===== src/rtl/multi_gate_accum.sv =====
// multi_gate_accum: NUM_IN-channel bitwise logic gate with optional frame
// accumulation and valid/ready handshakes on both sides.
module multi_gate_accum #(
  parameter int WIDTH     = 8,
  parameter int NUM_IN    = 4,
  parameter int FRAME_LEN = 4
) (
  input  logic                        clk,
  input  logic                        rst,
  input  logic                        in_valid,
  output logic                        in_ready,
  input  logic [NUM_IN*WIDTH-1:0]     in_data,
  input  logic [2:0]                  op,
  input  logic                        accum_en,
  input  logic                        flush,
  output logic                        out_valid,
  input  logic                        out_ready,
  output logic [WIDTH-1:0]            out_data,
  output logic [$clog2(FRAME_LEN+1)-1:0] out_count
);

  localparam int CW = $clog2(FRAME_LEN + 1);
  localparam logic [CW-1:0] FRAME_CNT = CW'(FRAME_LEN);
  localparam logic [CW-1:0] ONE_CNT   = CW'(1);

  typedef enum logic {IDLE, ACCUM} state_t;
  typedef enum logic [1:0] {BASE_AND, BASE_OR, BASE_XOR} base_t;

  function automatic logic [WIDTH-1:0] apply_base(input base_t b,
                                                  input logic [WIDTH-1:0] x,
                                                  input logic [WIDTH-1:0] y);
    case (b)
      BASE_AND: apply_base = x & y;
      BASE_XOR: apply_base = x ^ y;
      default:  apply_base = x | y;
    endcase
  endfunction

  state_t            state_q, state_d;
  base_t             base_q, base_d;
  logic              inv_q, inv_d;
  logic [WIDTH-1:0]  acc_q, acc_d;
  logic [CW-1:0]     cnt_q, cnt_d;
  logic              out_valid_q, out_valid_d;
  logic [WIDTH-1:0]  out_data_q, out_data_d;
  logic [CW-1:0]     out_count_q, out_count_d;

  base_t             cur_base, sel_base;
  logic              cur_inv;
  logic [WIDTH-1:0]  red;
  logic              accept;
  logic              emit;
  logic [WIDTH-1:0]  emit_data;
  logic [CW-1:0]     emit_cnt;
  logic [WIDTH-1:0]  fold_acc;
  logic [CW-1:0]     fold_cnt;

  assign in_ready  = !out_valid_q || out_ready;
  assign accept    = in_valid && in_ready;
  assign out_valid = out_valid_q;
  assign out_data  = out_data_q;
  assign out_count = out_count_q;

  // Decode the live op into a base reduction and an emit-time invert flag.
  always_comb begin
    cur_base = BASE_OR;
    cur_inv  = 1'b0;
    case (op)
      3'b000: cur_base = BASE_AND;
      3'b001: cur_base = BASE_OR;
      3'b010: cur_base = BASE_XOR;
      3'b011: begin cur_base = BASE_AND; cur_inv = 1'b1; end
      3'b100: begin cur_base = BASE_OR;  cur_inv = 1'b1; end
      3'b101: begin cur_base = BASE_XOR; cur_inv = 1'b1; end
      default: cur_base = BASE_OR;
    endcase
  end

  // Reduce all channels of the current beat; mid-frame the latched op is used.
  always_comb begin
    sel_base = (state_q == ACCUM) ? base_q : cur_base;
    red      = in_data[WIDTH-1:0];
    for (int unsigned k = 1; k < NUM_IN; k++) begin
      red = apply_base(sel_base, red, in_data[k*WIDTH +: WIDTH]);
    end
  end

  // Next-state: frame bookkeeping, flush handling and output register loading.
  always_comb begin
    state_d     = state_q;
    base_d      = base_q;
    inv_d       = inv_q;
    acc_d       = acc_q;
    cnt_d       = cnt_q;
    out_valid_d = out_valid_q;
    out_data_d  = out_data_q;
    out_count_d = out_count_q;
    emit        = 1'b0;
    emit_data   = '0;
    emit_cnt    = '0;
    fold_acc    = acc_q;
    fold_cnt    = cnt_q;

    case (state_q)
      IDLE: begin
        if (accept) begin
          if (!accum_en || FRAME_LEN == 1) begin
            emit      = 1'b1;
            emit_data = cur_inv ? ~red : red;
            emit_cnt  = ONE_CNT;
          end else begin
            state_d = ACCUM;
            base_d  = cur_base;
            inv_d   = cur_inv;
            acc_d   = red;
            cnt_d   = ONE_CNT;
          end
        end
      end
      ACCUM: begin
        // Flush waits for a free output slot; a coincident beat is folded first.
        if (in_ready) begin
          if (accept) begin
            fold_acc = apply_base(base_q, acc_q, red);
            fold_cnt = cnt_q + ONE_CNT;
          end
          if (fold_cnt == FRAME_CNT || flush) begin
            emit      = 1'b1;
            emit_data = inv_q ? ~fold_acc : fold_acc;
            emit_cnt  = fold_cnt;
            acc_d     = '0;
            cnt_d     = '0;
            state_d   = IDLE;
          end else begin
            acc_d = fold_acc;
            cnt_d = fold_cnt;
          end
        end
      end
      default: state_d = IDLE;
    endcase

    if (emit) begin
      out_valid_d = 1'b1;
      out_data_d  = emit_data;
      out_count_d = emit_cnt;
    end else if (out_valid_q && out_ready) begin
      out_valid_d = 1'b0;
    end
  end

  // State and output registers with synchronous reset.
  always_ff @(posedge clk) begin
    if (rst) begin
      state_q     <= IDLE;
      base_q      <= BASE_AND;
      inv_q       <= 1'b0;
      acc_q       <= '0;
      cnt_q       <= '0;
      out_valid_q <= 1'b0;
      out_data_q  <= '0;
      out_count_q <= '0;
    end else begin
      state_q     <= state_d;
      base_q      <= base_d;
      inv_q       <= inv_d;
      acc_q       <= acc_d;
      cnt_q       <= cnt_d;
      out_valid_q <= out_valid_d;
      out_data_q  <= out_data_d;
      out_count_q <= out_count_d;
    end
  end

endmodule


===== config.mk =====
export PLATFORM = sky130hd
export DESIGN_NAME = multi_gate_accum
export DESIGN_NICKNAME = d
export VERILOG_FILES = /design/src/rtl/multi_gate_accum.sv
export SDC_FILE = /design/constraint.sdc
export NUM_CORES = 1
export LEC_CHECK = 0
export CELL_PAD_IN_SITES_DETAIL_PLACEMENT = 1
export CELL_PAD_IN_SITES_GLOBAL_PLACEMENT = 1
export CORE_AREA = 2 2 90 92
export CTS_CLUSTER_DIAMETER = 120
export CTS_CLUSTER_SIZE = 30
export DETAILED_ROUTE_END_ITERATION = 10
export DIE_AREA = 0 0 92 94
export GPL_ROUTABILITY_DRIVEN = 0
export PLACE_DENSITY_LB_ADDON = 0.2
export SLEW_MARGIN = 0
export SYNTH_ARGS = -nofsm -noshare
export SYNTH_HDL_FRONTEND = slang
export SYNTH_SLANG_ARGS = --single-unit

===== constraint.sdc =====
create_clock -name clk -period 13.3 [get_ports clk]
set_clock_uncertainty 0.2 [all_clocks]
set_input_delay 2.66 -clock clk [delete_from_list [all_inputs] [get_ports clk]]
set_output_delay 2.66 -clock clk [all_outputs]
set_load 0.005 [all_outputs]

==> results.toml <==
[grt]
grt_util_met3_pct = 1.52
antenna_found_initial = 0
grt_use_total_pct = 21.4
top_usage_layer = "met2"
overflow = 0
use_met1_pct = 26.7
grt_max_degree = 36
grt_pass1_vias = 3234
use_met2_pct = 40.4
grt_pass1_wl_um = 15400

[placement]
hpwlAfterDp_um = 6630
port_buffers = 53

[clock_tree]
cts_tree = "done"
root_buffer = "clkbuf_8"
cts.sinks = 27
cts_htree_levels = 1
clk_latency_ps = 290
ctsHoldBuffers = 0
postCtsSetupBuffers = 0
clkTransAtPathRegs_ps = 110
cts_resized = 0
cts_buffer_depth = 2
cts-buffers-inserted = 3

[synth]
avgSynthCellArea_sq_um = 8.17
ys_ff_latch = 27
async_flop_share_pct = 0
yosys_warnings = 0
synth_xor_area_share_pct = 1.32
synth_top_family_by_area = "compound AO/OA/AOI/OAI gates"
ys_types = 48
synth_compound_gate_area_share_pct = 28.5
syn_inst = 405
synth_edf_count = 0
yosys.area_share.adder_pct = 24.6
yosysSeqAreaShare_pct = 16.3
synthMuxAreaShare_pct = 3.97
synthSimpleGateAreaFrac_pct = 12.7
synth_nets = 511
synth_top_flop_cell = "dfxtp_1"
netlist_area_sq_um = 3310

[sta]
tns_ps = 0
hold_viol = 0
fin_crit_sh_pct = 58.5
setup_viol = 0
tightest_slew_ps = 1100
min_period_ps = 7780
fmax_mhz = 128
drv_slew = 0
rsz0062_at_grt = "false"
slew_headroom_pct = 26.6

[detailed_routing]
routed_wl_um = 8860
dr.first_iter.drc_count = 143
antenna_left = 0
drcViolationCount = 0
wire_per_inst_um = 16.3
drt_pass1_iterations = 4
num_vias = 3128
drt-vias-per-instance = 5.75

[critical_path]
reg2reg_from = "base_q[0]$_SDFFE_PP0P_"
crit_path_end = "acc_q[5]$_SDFFE_PP0P_"
crit_slowest_cell = "a222oi_1"
startpoint = "op[1]"
cp_cell_sequence = "clkdlybuf4s50_1 > nor4b_1 > a311oi_2 > buf_4 > o221a_2 > inv_1 > ha_1 > o221a_2 > inv_1 > ha_1 > inv_1 > a222oi_1 > inv_1 > ha_1 > mux2_2 > o2111a_1 > or2_2 > a221oi_1 > a211oi_1"
worstPathMaxFanout = 16
reg2reg_depth = 18
r2r_slack_ps = 7850
cp-end-kind = "flop"
critPathLaunchType = "primary input"
cp_data_arrival_time_ps = 7720
worstSetupPathType = "primary input to flop"
cpPeakStageDelay_ps = 840
worstReg2RegEnd = "acc_q[5]$_SDFFE_PP0P_"
cp_data_required_time_ps = 13230
cp_common_cell = "inv_1"

[cells_and_area]
mostFrequentLayoutCell = "inv_1"
antenna_cells = 0
regArea_sq_um = 541
post_route_cells_drive_above_1_share_pct = 11.5
final_cell_mix = "inv_1, ha_1, clkdlybuf4s50_1"
final_util_pct = 52.0
multiInputGateArea_sq_um = 2360
area_growth_syn_to_layout_pct = 19.7
n_fill_cell = 926
nets = 549

[floorplanning]
placementRows = 32
die_x_um = 92
pin_count = 54
start_util_pct = 43.5
coreArea_sq_um = 7610
die_h_um = 94
design.die.area_sq_um = 8650

[status]
outcome = "complete, no violations"

[power_and_ir_drop]
power_mw = 0.306
power_density_nw_per_um2 = 77.2
p_leak_nw = 1.86
ir_worst_vdd_mv = 0.0333

[run]
drv_cap = 0

[worst_hold_path]
hold_class = "flop to flop"
==> metal layers <==
layer  share of wire, %  up-vias
met3                3.5        9
li1                   -     1519
met2                 52       67
met1                 44     1533
met5                  0        -
met4                1.2        0
==> worst max-delay path: cells and delay by family <==
| family | cells | cell delay (ps) |
|---|---|---|
| muxes | 1 | 260 |
| adders and majority gates | 3 | 650 |
| and+or+nand+nor | 2 | 820 |
| AOI/OAI and AO/OA | 7 | 2120 |
| buffers and inverters | 6 | 1180 |
==> area by class of cell <==
cell class / instances / area share (%)
timing repair buffer: 59 / 14.5
tap: 102 / 3.22
clock inverter: 1 / 0.190
clock buffer: 3 / 1.04
multi-input combinational: 271 / 59.7
sequential: 27 / 13.7
inverter: 81 / 7.68
==> kinds of logic after synthesis <==
family | Yosys count
compound gates | 108
xor+xnor | 5
fa+ha+maj | 65
buf+inv | 107
flops | 27
mux | 12
simple gates | 81
==> through the flow <==
step           hold slack [ps]  setup slack (ps)  cell area (sq um)  cells
4_1_cts                    289              5550               3960    544
2_1_floorplan              264              6110               3310    405
6_report                   284              5520               3960    544
5_1_grt                    310              5110               3960    544
3_5_place_dp               274              5240               3910    540
3_3_place_gp               258              5470               3910    540
==> state kept, by name, summed over array words and instances (netlist names) <==
name	count
acc_q	8
out_valid	1
out_data	8
cnt_q	3
out_count	3
state_q	1
base_q	2
inv_q	1
==> power by group <==
group          switching, mW  internal, mW
clock network         0.0306        0.0214
registers            0.00862        0.0882
logic                 0.0818        0.0752
==> worst min path at each step <==
stage / from / cells after the start / endpoint / slack, ps
global placement: out_count[2]$_SDFFE_PP0P_ / 2 / out_count[2]$_SDFFE_PP0P_ / 260
floorplan: out_count[1]$_SDFFE_PP0P_ / 2 / out_count[1]$_SDFFE_PP0P_ / 260
CTS: out_count[1]$_SDFFE_PP0P_ / 2 / out_count[1]$_SDFFE_PP0P_ / 290
global route: out_count[0]$_SDFFE_PP0P_ / 2 / out_count[0]$_SDFFE_PP0P_ / 310
finish: out_count[1]$_SDFFE_PP0P_ / 2 / out_count[1]$_SDFFE_PP0P_ / 280
detailed placement: out_count[1]$_SDFFE_PP0P_ / 2 / out_count[1]$_SDFFE_PP0P_ / 270
==> cell usage after synthesis, drive strengths merged (4+ instances only) <==
| cell type | count | area share [%] |
|---|---|---|
| o221a | 16 | 5.4 |
| o32a | 7 | 2.1 |
| a211oi | 10 | 2.3 |
| or2 | 8 | 1.5 |
| ha | 65 | 25 |
| o21a | 8 | 1.8 |
| o2111a | 8 | 2.7 |
| nor2b | 4 | 0.76 |
| clkbuf | 17 | 1.9 |
| nand2 | 33 | 3.7 |
| xnor2 | 4 | 1.1 |
| nor2 | 10 | 1.1 |
| nand3 | 6 | 0.91 |
| a31oi | 5 | 0.95 |
| inv | 81 | 9.2 |
| dfxtp | 27 | 16 |
| a221oi | 9 | 2.4 |
| buf | 9 | 1.5 |
| a21oi | 18 | 2.7 |
| mux2 | 9 | 3.1 |
| a222oi | 7 | 2.1 |
| nor3 | 9 | 1.4 |
| a32oi | 9 | 2.4 |
No activity file was read; power rests on OpenSTA's default activity.
